File: src/rtl/rf_wb_arbiter_pkg.sv
// Shared register-file constants and writeback payload type.
//   REG_AW   : register-index width
//   DATA_W   : register data width
//   NUM_REGS : number of architectural registers
package rf_wb_arbiter_pkg;

    localparam int unsigned REG_AW   = 5;
    localparam int unsigned DATA_W   = 32;
    localparam int unsigned NUM_REGS = 32;

    // Payload of one accepted writeback request.
    typedef struct packed {
        logic [REG_AW-1:0] idx;
        logic [DATA_W-1:0] data;
    } wb_req_t;

endpackage

File: src/rtl/rf_scoreboard.sv
// Register scoreboard: one busy bit per register, set on reservation,
// cleared by the register-file write, and a source-operand stall lookup.
//   clk, rst            : clock, async active-high reset
//   rsv_valid, rsv_reg  : reserve a destination register
//   clr_valid, clr_reg  : register-file write completing this cycle
//   read1, read2        : source registers of the issuing instruction
//   busy                : outstanding-write bitmap
//   stall               : a source register is busy (combinational)
module rf_scoreboard
    import rf_wb_arbiter_pkg::*;
#(
    parameter bit ZERO_PROTECT = 1'b1
) (
    input  logic                clk,
    input  logic                rst,
    input  logic                rsv_valid,
    input  logic [REG_AW-1:0]   rsv_reg,
    input  logic                clr_valid,
    input  logic [REG_AW-1:0]   clr_reg,
    input  logic [REG_AW-1:0]   read1,
    input  logic [REG_AW-1:0]   read2,
    output logic [NUM_REGS-1:0] busy,
    output logic                stall
);

    logic [NUM_REGS-1:0] busy_q;
    logic [NUM_REGS-1:0] busy_d;
    logic [NUM_REGS-1:0] set_mask;
    logic [NUM_REGS-1:0] clr_mask;

    // Set is applied after clear so a same-edge reservation wins.
    always_comb begin
        set_mask = '0;
        clr_mask = '0;
        if (rsv_valid && !(ZERO_PROTECT && (rsv_reg == '0))) begin
            set_mask[rsv_reg] = 1'b1;
        end
        if (clr_valid) begin
            clr_mask[clr_reg] = 1'b1;
        end
        busy_d = (busy_q & ~clr_mask) | set_mask;
    end

    always_ff @(posedge clk or posedge rst) begin
        if (rst) begin
            busy_q <= '0;
        end else begin
            busy_q <= busy_d;
        end
    end

    assign busy  = busy_q;
    assign stall = busy_q[read1] | busy_q[read2];

endmodule

File: src/rtl/rf_wb_arbiter.sv
// Two-requester register-file writeback arbiter (ALU = req 0, load = req 1)
// with a round-robin priority pointer, a registered write port and a
// register scoreboard for issue-stage hazard detection.
//   clk, rst                 : clock, async active-high reset
//   v0/reg0/data0 -> rdy0    : ALU writeback request / accept (comb)
//   v1/reg1/data1 -> rdy1    : load writeback request / accept (comb)
//   write/writereg/writedata : registered register-file write port
//   rsv_valid/rsv_reg        : destination reservation from issue
//   read1/read2 -> stall     : source hazard check (comb)
//   busy                     : outstanding-write bitmap
module rf_wb_arbiter
    import rf_wb_arbiter_pkg::*;
#(
    parameter bit ZERO_PROTECT = 1'b1
) (
    input  logic                clk,
    input  logic                rst,
    input  logic                v0,
    input  logic [REG_AW-1:0]   reg0,
    input  logic [DATA_W-1:0]   data0,
    output logic                rdy0,
    input  logic                v1,
    input  logic [REG_AW-1:0]   reg1,
    input  logic [DATA_W-1:0]   data1,
    output logic                rdy1,
    output logic                write,
    output logic [REG_AW-1:0]   writereg,
    output logic [DATA_W-1:0]   writedata,
    input  logic                rsv_valid,
    input  logic [REG_AW-1:0]   rsv_reg,
    input  logic [REG_AW-1:0]   read1,
    input  logic [REG_AW-1:0]   read2,
    output logic                stall,
    output logic [NUM_REGS-1:0] busy
);

    logic              ptr_q, ptr_d;
    logic              write_q, write_d;
    logic [REG_AW-1:0] writereg_q, writereg_d;
    logic [DATA_W-1:0] writedata_q, writedata_d;
    wb_req_t           acc;

    // Grant, pointer update and write-port next state.
    always_comb begin
        rdy0        = 1'b0;
        rdy1        = 1'b0;
        ptr_d       = ptr_q;
        write_d     = 1'b0;
        writereg_d  = writereg_q;
        writedata_d = writedata_q;

        if (!rst) begin
            if (v0 && v1) begin
                rdy0  = ~ptr_q;
                rdy1  = ptr_q;
                // Loser of a contended grant gets priority next time.
                ptr_d = ~ptr_q;
            end else begin
                rdy0 = v0;
                rdy1 = v1;
            end
        end

        acc = rdy1 ? wb_req_t'{idx: reg1, data: data1}
                   : wb_req_t'{idx: reg0, data: data0};

        // Writes to register 0 complete the handshake but are dropped.
        if ((rdy0 || rdy1) && !(ZERO_PROTECT && (acc.idx == '0))) begin
            write_d     = 1'b1;
            writereg_d  = acc.idx;
            writedata_d = acc.data;
        end
    end

    always_ff @(posedge clk or posedge rst) begin
        if (rst) begin
            ptr_q       <= 1'b0;
            write_q     <= 1'b0;
            writereg_q  <= '0;
            writedata_q <= '0;
        end else begin
            ptr_q       <= ptr_d;
            write_q     <= write_d;
            writereg_q  <= writereg_d;
            writedata_q <= writedata_d;
        end
    end

    assign write     = write_q;
    assign writereg  = writereg_q;
    assign writedata = writedata_q;

    // Busy bits clear on the edge the register file captures the write.
    rf_scoreboard #(
        .ZERO_PROTECT (ZERO_PROTECT)
    ) u_scoreboard (
        .clk       (clk),
        .rst       (rst),
        .rsv_valid (rsv_valid),
        .rsv_reg   (rsv_reg),
        .clr_valid (write_q),
        .clr_reg   (writereg_q),
        .read1     (read1),
        .read2     (read2),
        .busy      (busy),
        .stall     (stall)
    );

endmodule

File: config.mk
export PLATFORM = sky130hd
export DESIGN_NAME = rf_wb_arbiter
export DESIGN_NICKNAME = d
export VERILOG_FILES = /design/src/rtl/rf_wb_arbiter_pkg.sv /design/src/rtl/rf_scoreboard.sv /design/src/rtl/rf_wb_arbiter.sv
export SDC_FILE = /design/constraint.sdc
export NUM_CORES = 1
export LEC_CHECK = 0
export BUFFER_PORTS_ARGS = -buffer_cell sky130_fd_sc_hd__clkbuf_2
export CORE_MARGIN = 1.5
export CORE_UTILIZATION = 45
export CTS_CLUSTER_SIZE = 40
export DETAILED_ROUTE_END_ITERATION = 12
export PLACE_DENSITY = 0.8
export SLEW_MARGIN = 5
export SYNTH_ARGS = -nofsm -noshare
export SYNTH_HDL_FRONTEND = slang
export SYNTH_HIERARCHICAL = 1
export SYNTH_SLANG_ARGS = --single-unit
File: constraint.sdc
create_clock -name clk -period 1.9 [get_ports clk]
set_input_delay 0.19 -clock clk [delete_from_list [all_inputs] [get_ports clk]]
set_output_delay 0.19 -clock clk [all_outputs]
set_load 0.01 [all_outputs]
# ---- Word level (Yosys, flattened, before mapping)
# Cells that the tools add are included.
dict set report totals {
  out_inout_bits 73
  word_cells 44
  ff_bits 71
  inputBits 94
}
dict set report classes {
  bitwise 6
  magnitude_cmp 6
  muxes 16
  reduce_logical 11
}
# operator count
set ops {}
lappend ops {{$mux W32} 2}
lappend ops {{$mux W37} 1}
lappend ops {{$and A32 B32 Y32} 1}
lappend ops {{$not A32 Y32} 1}
lappend ops {{$or A32 B32 Y32} 1}
lappend ops {{$lt A5 B6 Y1 const B} 4}
lappend ops {{$bmux W1 S5} 2}
lappend ops {{$demux W1 S5} 2}
lappend ops {{$ge A5 B1 Y1 const B} 2}
lappend ops {{$logic_not A5 Y1} 2}
lappend ops {{$mux W1} 9}
lappend ops {{$logic_and A1 B1 Y1} 5}
lappend ops {{$logic_not A1 Y1} 2}
lappend ops {{$not A1 Y1} 2}
lappend ops {{$reduce_and A2 Y1} 1}
lappend ops {{$logic_or A1 B1 Y1} 1}
lappend ops {{$or A1 B1 Y1} 1}

# ---- Logic depth before layout (Yosys ltp)
# Gate-level depths: netlist of run 1.
dict set report logic_depth {
  ltp_word 8
  ltp_mapped 7
  ltp_nobuf 5
}

# ---- Modules after synthesis
# Netlist of run 1, hierarchy kept.
# mod cells_each area_each_um2 instances seq_area_each_um2
set by_module_without_submodules {}
lappend by_module_without_submodules {rf_wb_arbiter 150 2334.7 1 975.9}
lappend by_module_without_submodules {rf_scoreboard 180 1896.8 1 800.8}

# ---- Worst setup path after synthesis of run 1
# No wires, ideal clock.
dict set report synth_timing {
  path_type {reg2out}
  from {register u_scoreboard.busy_q[25], in the netlist u_scoreboard/busy[25]}
  to {output stall}
  path_buffers 0
  t_required_ns 1.710
  arrival_time_ns 1.808
  setup_slack_ns -0.098
  stages_incl_launch_ff 4
  cell_sequence {dfrtp_1 > mux4_1 > mux4_2 > a2111o_1}
}
dict set report synth_via {
  elab_chain_cells 3
  word_cells_on_any_way 5
  classes_between {4 x mux; 1 x bitwise}
}
# item line
set synth_rtl {}
lappend synth_rtl {{start: declaration} rf_scoreboard.sv:26} ;# logic [NUM_REGS-1:0] busy_q;
lappend synth_rtl {{start signal: assignment} rf_scoreboard.sv:48} ;# busy_q <= busy_d;
lappend synth_rtl {{$bmux W1 S5} rf_scoreboard.sv:53} ;# assign stall = busy_q[read1] | busy_q[read2];
lappend synth_rtl {{$mux W1 (not written as such)} rf_scoreboard.sv:53}
lappend synth_rtl {{$or A1 B1 Y1 (*)} rf_scoreboard.sv:53}
lappend synth_rtl {{end: declaration} rf_wb_arbiter.sv:33} ;# output logic stall,
# Mark *: on every way between the ends. The rest lies on a longest branch, timed or not. The select of a mux whose other input is x is not followed.

# ---- Worst setup path in the final report of run 1
dict set report layout_timing {
  from {register u_scoreboard.busy_q[19], in the netlist u_scoreboard/busy[19]}
  to {output stall}
}
# The elaborated chain is that of the path after synthesis.

==> results of run 1 <==
-- layer usage --
| metal | vias up | track usage (%) | share of wire, % |
|---|---|---|---|
| met2 | 230 | 43.6 | 50 |
| met5 | - | 0 | 0 |
| met3 | 24 | 4.74 | 10 |
| met4 | 0 | 10.4 | 2.7 |
| li1 | 1670 | - | - |
| met1 | 1750 | 30.3 | 38 |
-- repair_timing --
item                       in CTS  in global routing
hold buffers                    1                  0
resized for setup               0                  3
pin swaps                       0                  2
setup endpoints to repair       1                 33
hold endpoints to repair       32                  0
-- sequential cells by signal, indices dropped and copies added (netlist names) --
name	flops
u_scoreboard/busy	32
ptr_q	1
write	1
writedata	32
writereg	5
-- through the flow --
step / worst slack, ps / std cells / hold slack (ps) / TNS, ps
2_1_floorplan: -30.2 / 330 / 306 / -30.2
3_3_place_gp: -208 / 633 / 325 / -208
3_5_place_dp: -218 / 633 / 342 / -218
4_1_cts: -477 / 650 / 27.7 / -477
5_1_grt: -540 / 650 / 77.0 / -555
6_report: -475 / 650 / 0.516 / -475
-- cell usage in the layout, fill, tap and decap left out, types with 3 or more instances in the layout --
cell	count
or3_1	5
nor2b_1	4
clkbuf_1	3
dfrtp_1	71
o311ai_0	4
mux2_4	59
nand3b_1	10
o2bb2ai_1	4
o21ai_0	67
buf_4	40
or3b_2	6
mux2i_1	17
nor2_1	4
nand3_1	11
mux2_2	6
clkbuf_2	166
clkbuf_8	10
nor4_1	4
inv_1	5
mux4_2	8
-- critical path, cell delays in order, from the launching register on --
cell	delay, ps
dfrtp_1	380
buf_4	150
mux4_2	470
nand2b_4	150
and4b_1	180
a2111o_1	380
clkbuf_2	130
-- kinds of logic (layout without fill, tap and decap cells) --
| family | Yosys count | in the layout | share of synthesized area (%) |
|---|---|---|---|
| muxes | 92 | 92 | 32.3 |
| DFF | 71 | 71 | 42.0 |
| and+or+nand+nor | 54 | 54 | 8.43 |
| xor gates and xnor gates | 1 | 1 | 0.207 |
| AOI/OAI and AO/OA | 91 | 91 | 13.1 |
| buffers and inverters | 21 | 230 | 3.96 |
-- power groups by stage --
stage	logic, mW	registers [mW]	clock network [mW]
floorplan	1.26	2.68	0
global placement	2.87	2.44	0
detailed placement	2.98	2.47	0
CTS	2.98	2.45	1.20
global route	3.22	2.51	1.27
finish	2.99	2.45	1.18
-- worst paths after layout --
check	slack [ps]	to	from	cells past startpoint
min in group clk	160	ptr_q	v0	3
min	0.5	ptr_q	rst	3
min reg2reg	510	ptr_q	ptr_q	1
max	-480	stall	u_scoreboard/busy[19]	6
max reg2reg	60	writedata[0]	ptr_q	5
max in group asynchronous	1100	u_scoreboard/busy[14]	rst	4
-- area by class of cell --
| type | count | share of cell area, % |
|---|---|---|
| inverters | 5 | 0.335 |
| multi-input cells | 238 | 40.9 |
| well taps | 111 | 2.48 |
| flip-flops and latches | 71 | 31.8 |
| repair buffers | 209 | 21.1 |
| clock inverters | 3 | 0.760 |
| clock buffers | 13 | 2.66 |
==> impl_metrics.env, run 1 <==
export IMPL_min_period_over_period_pct=125
export IMPL_max_slew_margin_pct=67.8
export IMPL_p_seq_share_pct=37.0
export IMPL_vias=3674
export IMPL_post_cts_buffers=0
export IMPL_synth_edf_count=0
export IMPL_yosysTopAreaCell="dfrtp_1"
export IMPL_hold_path_class="in -> async"
export IMPL_drv_cap=0
export IMPL_path_clk_slew_ps=80
export IMPL_grt_pass1_wl_mm=19.2
export IMPL_fillers=780
export IMPL_multiInputGateArea_um2=2290
export IMPL_arrival_ps=2190
export IMPL_drt_total_wl_mm=12.2
export IMPL_swShare_pct=35.4
export IMPL_antenna_found_initial=0
export IMPL_numCtsBuffers=9
export IMPL_p_leak_nw=2.74
export IMPL_coreArea_um2=9200
export IMPL_dp_hpwl_mm=9.82
export IMPL_fin_skew_ps=8.39
export IMPL_grt_max_degree=40
export IMPL_wire_per_inst_um=18.8
export IMPL_grt_util_all_layers_pct=25.0
export IMPL_end_kind="primary output"
export IMPL_fin_util_pct=60.8
export IMPL_numClockSinks=71
export IMPL_final_setup_worst_slack_ps=-475
export IMPL_htreeDepth=3
export IMPL_peakVddDrop_mv=0.472
export IMPL_min_period_ps=2380
export IMPL_ys_types=45
export IMPL_dpl_cell_area_um2=5380
export IMPL_cts_path_max_buffers=2
export IMPL_grt_overflow=0
export IMPL_dieArea_um2=9990
export IMPL_synth_seq_cells=71
export IMPL_finalMaxSlewViolations=0
export IMPL_yosys_warnings=6
export IMPL_synth_commonest_cells="dfrtp_1, o21ai_0, mux2_4"
export IMPL_num_rows=35
export IMPL_synthFlopType="dfrtp_1"
export IMPL_antenna_cells=0
export IMPL_yosys_area_top_type_share_pct=42.0
export IMPL_tightest_slew_ps=482
export IMPL_ys_top_cells_by_area="dfrtp_1, mux2_4, o21ai_0, mux2i_1, mux4_1"
export IMPL_firstDrtPassIters=5
export IMPL_final_area_um2=5590
export IMPL_drt_iter0_markers=146
export IMPL_p_sw_mw=2.35
export IMPL_p_total_mw=6.63
export IMPL_hold_viol=0
export IMPL_rsz0062_at_grt="yes"
export IMPL_avgViaCountPerCell=5.65
export IMPL_start_kind="flip-flop"
export IMPL_violations="setup timing"
export IMPL_ff_latch_area_um2=1780
export IMPL_worst_setup_path_type="reg -> out"
export IMPL_synth_most_common_cell="dfrtp_1"
export IMPL_intPower_mw=4.28
export IMPL_die_h_um=100
export IMPL_p_clk_share_pct=17.9
export IMPL_syn_area_um2=4230
export IMPL_clock_latency_ps=350
export IMPL_fmax_mhz=421
export IMPL_outcome="finished, violations left"
export IMPL_synthArstFlopShare_pct=100
export IMPL_grt_pass1_vias=3883
export IMPL_setup_viol=1
export IMPL_layout_nets=628
export IMPL_syn_area_per_cell_um2=12.8
export IMPL_synth_cells=330
export IMPL_cp_max_fo=3
export IMPL_synth_nets=424
export IMPL_worstPathRequired_ps=1710
export IMPL_ioPinCount=167
export IMPL_ant_nets=0
export IMPL_drive_gt1_share_pct=57.0
export IMPL_p_per_area_nw_per_um2=1190
export IMPL_seq_area_frac_synth_pct=42.0
export IMPL_area_delta_synth_final_pct=32.2
export IMPL_die_w_um=100
export IMPL_root_buffer="clkbuf_8"
export IMPL_port_buffers=166
export IMPL_place_gp_congestion=0.916
export IMPL_drcViolationCount=0
export IMPL_cts_tree="yes"
export IMPL_start_util_pct=46.0
export IMPL_power_frac_comb_pct=45.2
Note: power is estimated with default switching activity, not from simulation.
==> inputs of run 2 (changes only) <==
--- a/config.mk
+++ b/config.mk
@@ -11,6 +11,7 @@
 export CTS_CLUSTER_SIZE = 40
 export DETAILED_ROUTE_END_ITERATION = 12
 export PLACE_DENSITY = 0.8
+export RECOVER_POWER = 25
 export SLEW_MARGIN = 5
 export SYNTH_ARGS = -nofsm -noshare
 export SYNTH_HDL_FRONTEND = slang
==> run 2 against run 1 <==
Net effect: the flow still finishes with violations (setup timing); critical path depth stayed put; worst setup slack hardly changed; core utilization is 0.068 points lower; clock power hardly changed; hold slack better by 160 ps; highest routed layer unchanged.
==> impl_metrics.env, run 2 (synthesis results as in run 1) <==
export IMPL_p_leak_nw=2.74
export IMPL_drv_cap=0
export IMPL_final_cell_mix="clkbuf_2, dfrtp_1, o21ai_0, mux2_4, buf_4"
export IMPL_power_frac_comb_pct=45.2
export IMPL_grt_pass1_vias=3883
export IMPL_hold_viol=0
export IMPL_ant_nets=0
export IMPL_cts_path_max_buffers=2
export IMPL_grt_overflow=0
export IMPL_ioPinCount=167
export IMPL_worst_setup_path_type="reg -> out"
export IMPL_grt_busiest_layer="met2"
export IMPL_violations="setup timing"
export IMPL_die_h_um=100
export IMPL_min_period_over_period_pct=125
export IMPL_antenna_found_initial=0
export IMPL_worstHoldPathCells=3
export IMPL_start_kind="flip-flop"
export IMPL_cpPeakStageDelay_ps=460
export IMPL_reg2regPathDepth=5
export IMPL_place_gp_congestion=0.916
export IMPL_start_util_pct=46.0
export IMPL_setup_viol=1
export IMPL_drive_gt1_share_pct=56.8
export IMPL_dieArea_um2=9990
export IMPL_min_period_ps=2380
export IMPL_numClockSinks=71
export IMPL_tightest_slew_ps=935
export IMPL_drt_iter0_markers=146
export IMPL_p_sw_mw=2.35
export IMPL_fin_util_pct=60.8
export IMPL_path_clk_slew_ps=80
export IMPL_final_setup_worst_slack_ps=-475
export IMPL_end_kind="primary output"
export IMPL_cts_tree="yes"
export IMPL_area_delta_synth_final_pct=32.1
export IMPL_drt_total_wl_mm=12.3
export IMPL_finalMaxSlewViolations=0
export IMPL_cp_max_fo=3
export IMPL_grt_pass1_wl_mm=19.2
export IMPL_arrival_ps=2190
export IMPL_num_rows=35
export IMPL_firstDrtPassIters=5
export IMPL_peakVddDrop_mv=0.472
export IMPL_rsz0062_at_grt="yes"
export IMPL_dp_hpwl_mm=9.82
export IMPL_hold_path_class="in -> reg"
export IMPL_swShare_pct=35.5
export IMPL_layout_commonest_cell="clkbuf_2"
export IMPL_post_cts_buffers=0
export IMPL_p_clk_share_pct=17.9
export IMPL_fmax_mhz=421
export IMPL_met2_usage_pct=43.6
export IMPL_fin_skew_ps=8.38
export IMPL_intPower_mw=4.28
export IMPL_met3_usage_pct=4.74
export IMPL_clock_latency_ps=350
export IMPL_die_w_um=100
export IMPL_p_per_area_nw_per_um2=1190
export IMPL_avgViaCountPerCell=5.64
export IMPL_wire_per_inst_um=18.9
export IMPL_antenna_cells=0
export IMPL_p_total_mw=6.63
export IMPL_worstPathRequired_ps=1710
export IMPL_htreeDepth=3
export IMPL_port_buffers=166
export IMPL_coreArea_um2=9200
export IMPL_worstPathCellList="buf_4 > mux4_2 > nand2b_4 > and4b_1 > a2111o_1 > clkbuf_2"
export IMPL_grt_util_all_layers_pct=25.0
export IMPL_vias=3668
export IMPL_grtUsageMet1_pct=30.3
export IMPL_critPathSlowestCell="mux4_2"
export IMPL_root_buffer="clkbuf_8"
export IMPL_outcome="finished, violations left"
export IMPL_numCtsBuffers=9
export IMPL_p_seq_share_pct=37.0
export IMPL_max_slew_margin_pct=37.6
export IMPL_drcViolationCount=0
export IMPL_layout_nets=628
export IMPL_grt_max_degree=40
==> run 2: metrics by stage <==
step           setup slack, ps  hold slack [ps]  setup TNS (ps)  cell area, um^2  instances
2_1_floorplan            -30.2              306           -30.2             4220        330
3_3_place_gp              -208              325            -208             5380        633
3_5_place_dp              -218              342            -218             5380        633
4_1_cts                   -477             27.7            -477             5580        650
5_1_grt                   -540              185            -555             5590        650
6_report                  -475              159            -475             5590        650
==> run 2: power by group through the flow <==
| stage | Sequential, mW | Clock [mW] | Combinational, mW |
|---|---|---|---|
| 3_5_place_dp | 2.47 | 0 | 2.98 |
| 3_3_place_gp | 2.44 | 0 | 2.87 |
| 4_1_cts | 2.45 | 1.20 | 2.98 |
| 5_1_grt | 2.51 | 1.27 | 3.22 |
| 2_1_floorplan | 2.68 | 0 | 1.26 |
| 6_report | 2.45 | 1.19 | 2.99 |
==> run 2: area by class of cell <==
type | count | area, um^2
Inverter | 5 | 18.8
Clock buffer | 13 | 149
Multi-Input combinational cell | 238 | 2290
Timing Repair Buffer | 209 | 1170
Tap cell | 111 | 139
Sequential cell | 71 | 1780
Fill cell | 780 | 3610
Clock inverter | 3 | 42.5
==> run 2: routing by layer <==
metal  vias to the layer above  part of all wire (%)
met1                      1758                    38
met4                         0                   2.8
met2                       215                    50
met3                        24                   9.8
met5                         -                     0
li1                       1671                     -
==> run 2: path summary, 6_finish.rpt <==
check                      slack [ps]               endpoint                  start
max                              -480                  stall  u_scoreboard/busy[19]
min in group asynchronous         190                  ptr_q                    rst
min reg2reg                       510                  ptr_q                  ptr_q
max reg2reg                        60           writedata[0]                  ptr_q
min                               160                  ptr_q                     v0
max in group asynchronous         730  u_scoreboard/busy[14]                    rst
==> run 2: timing repair <==
item                                    4_1_cts  5_1_grt
endpoints found under the setup margin        1       33
resized for setup                             0        3
pin swaps                                     0        2
hold endpoints to repair                     32        0
hold buffers                                  1        0
gates cloned                                  0        0
==> run 2: critical path, delay by kind of cell (launching register included) <==
family / cells / cell delay, ps
DFF: 1 / 380
and+or+nand+nor: 2 / 330
buffers and inverters: 2 / 280
muxes: 1 / 460
AOI/OAI and AO/OA: 1 / 380
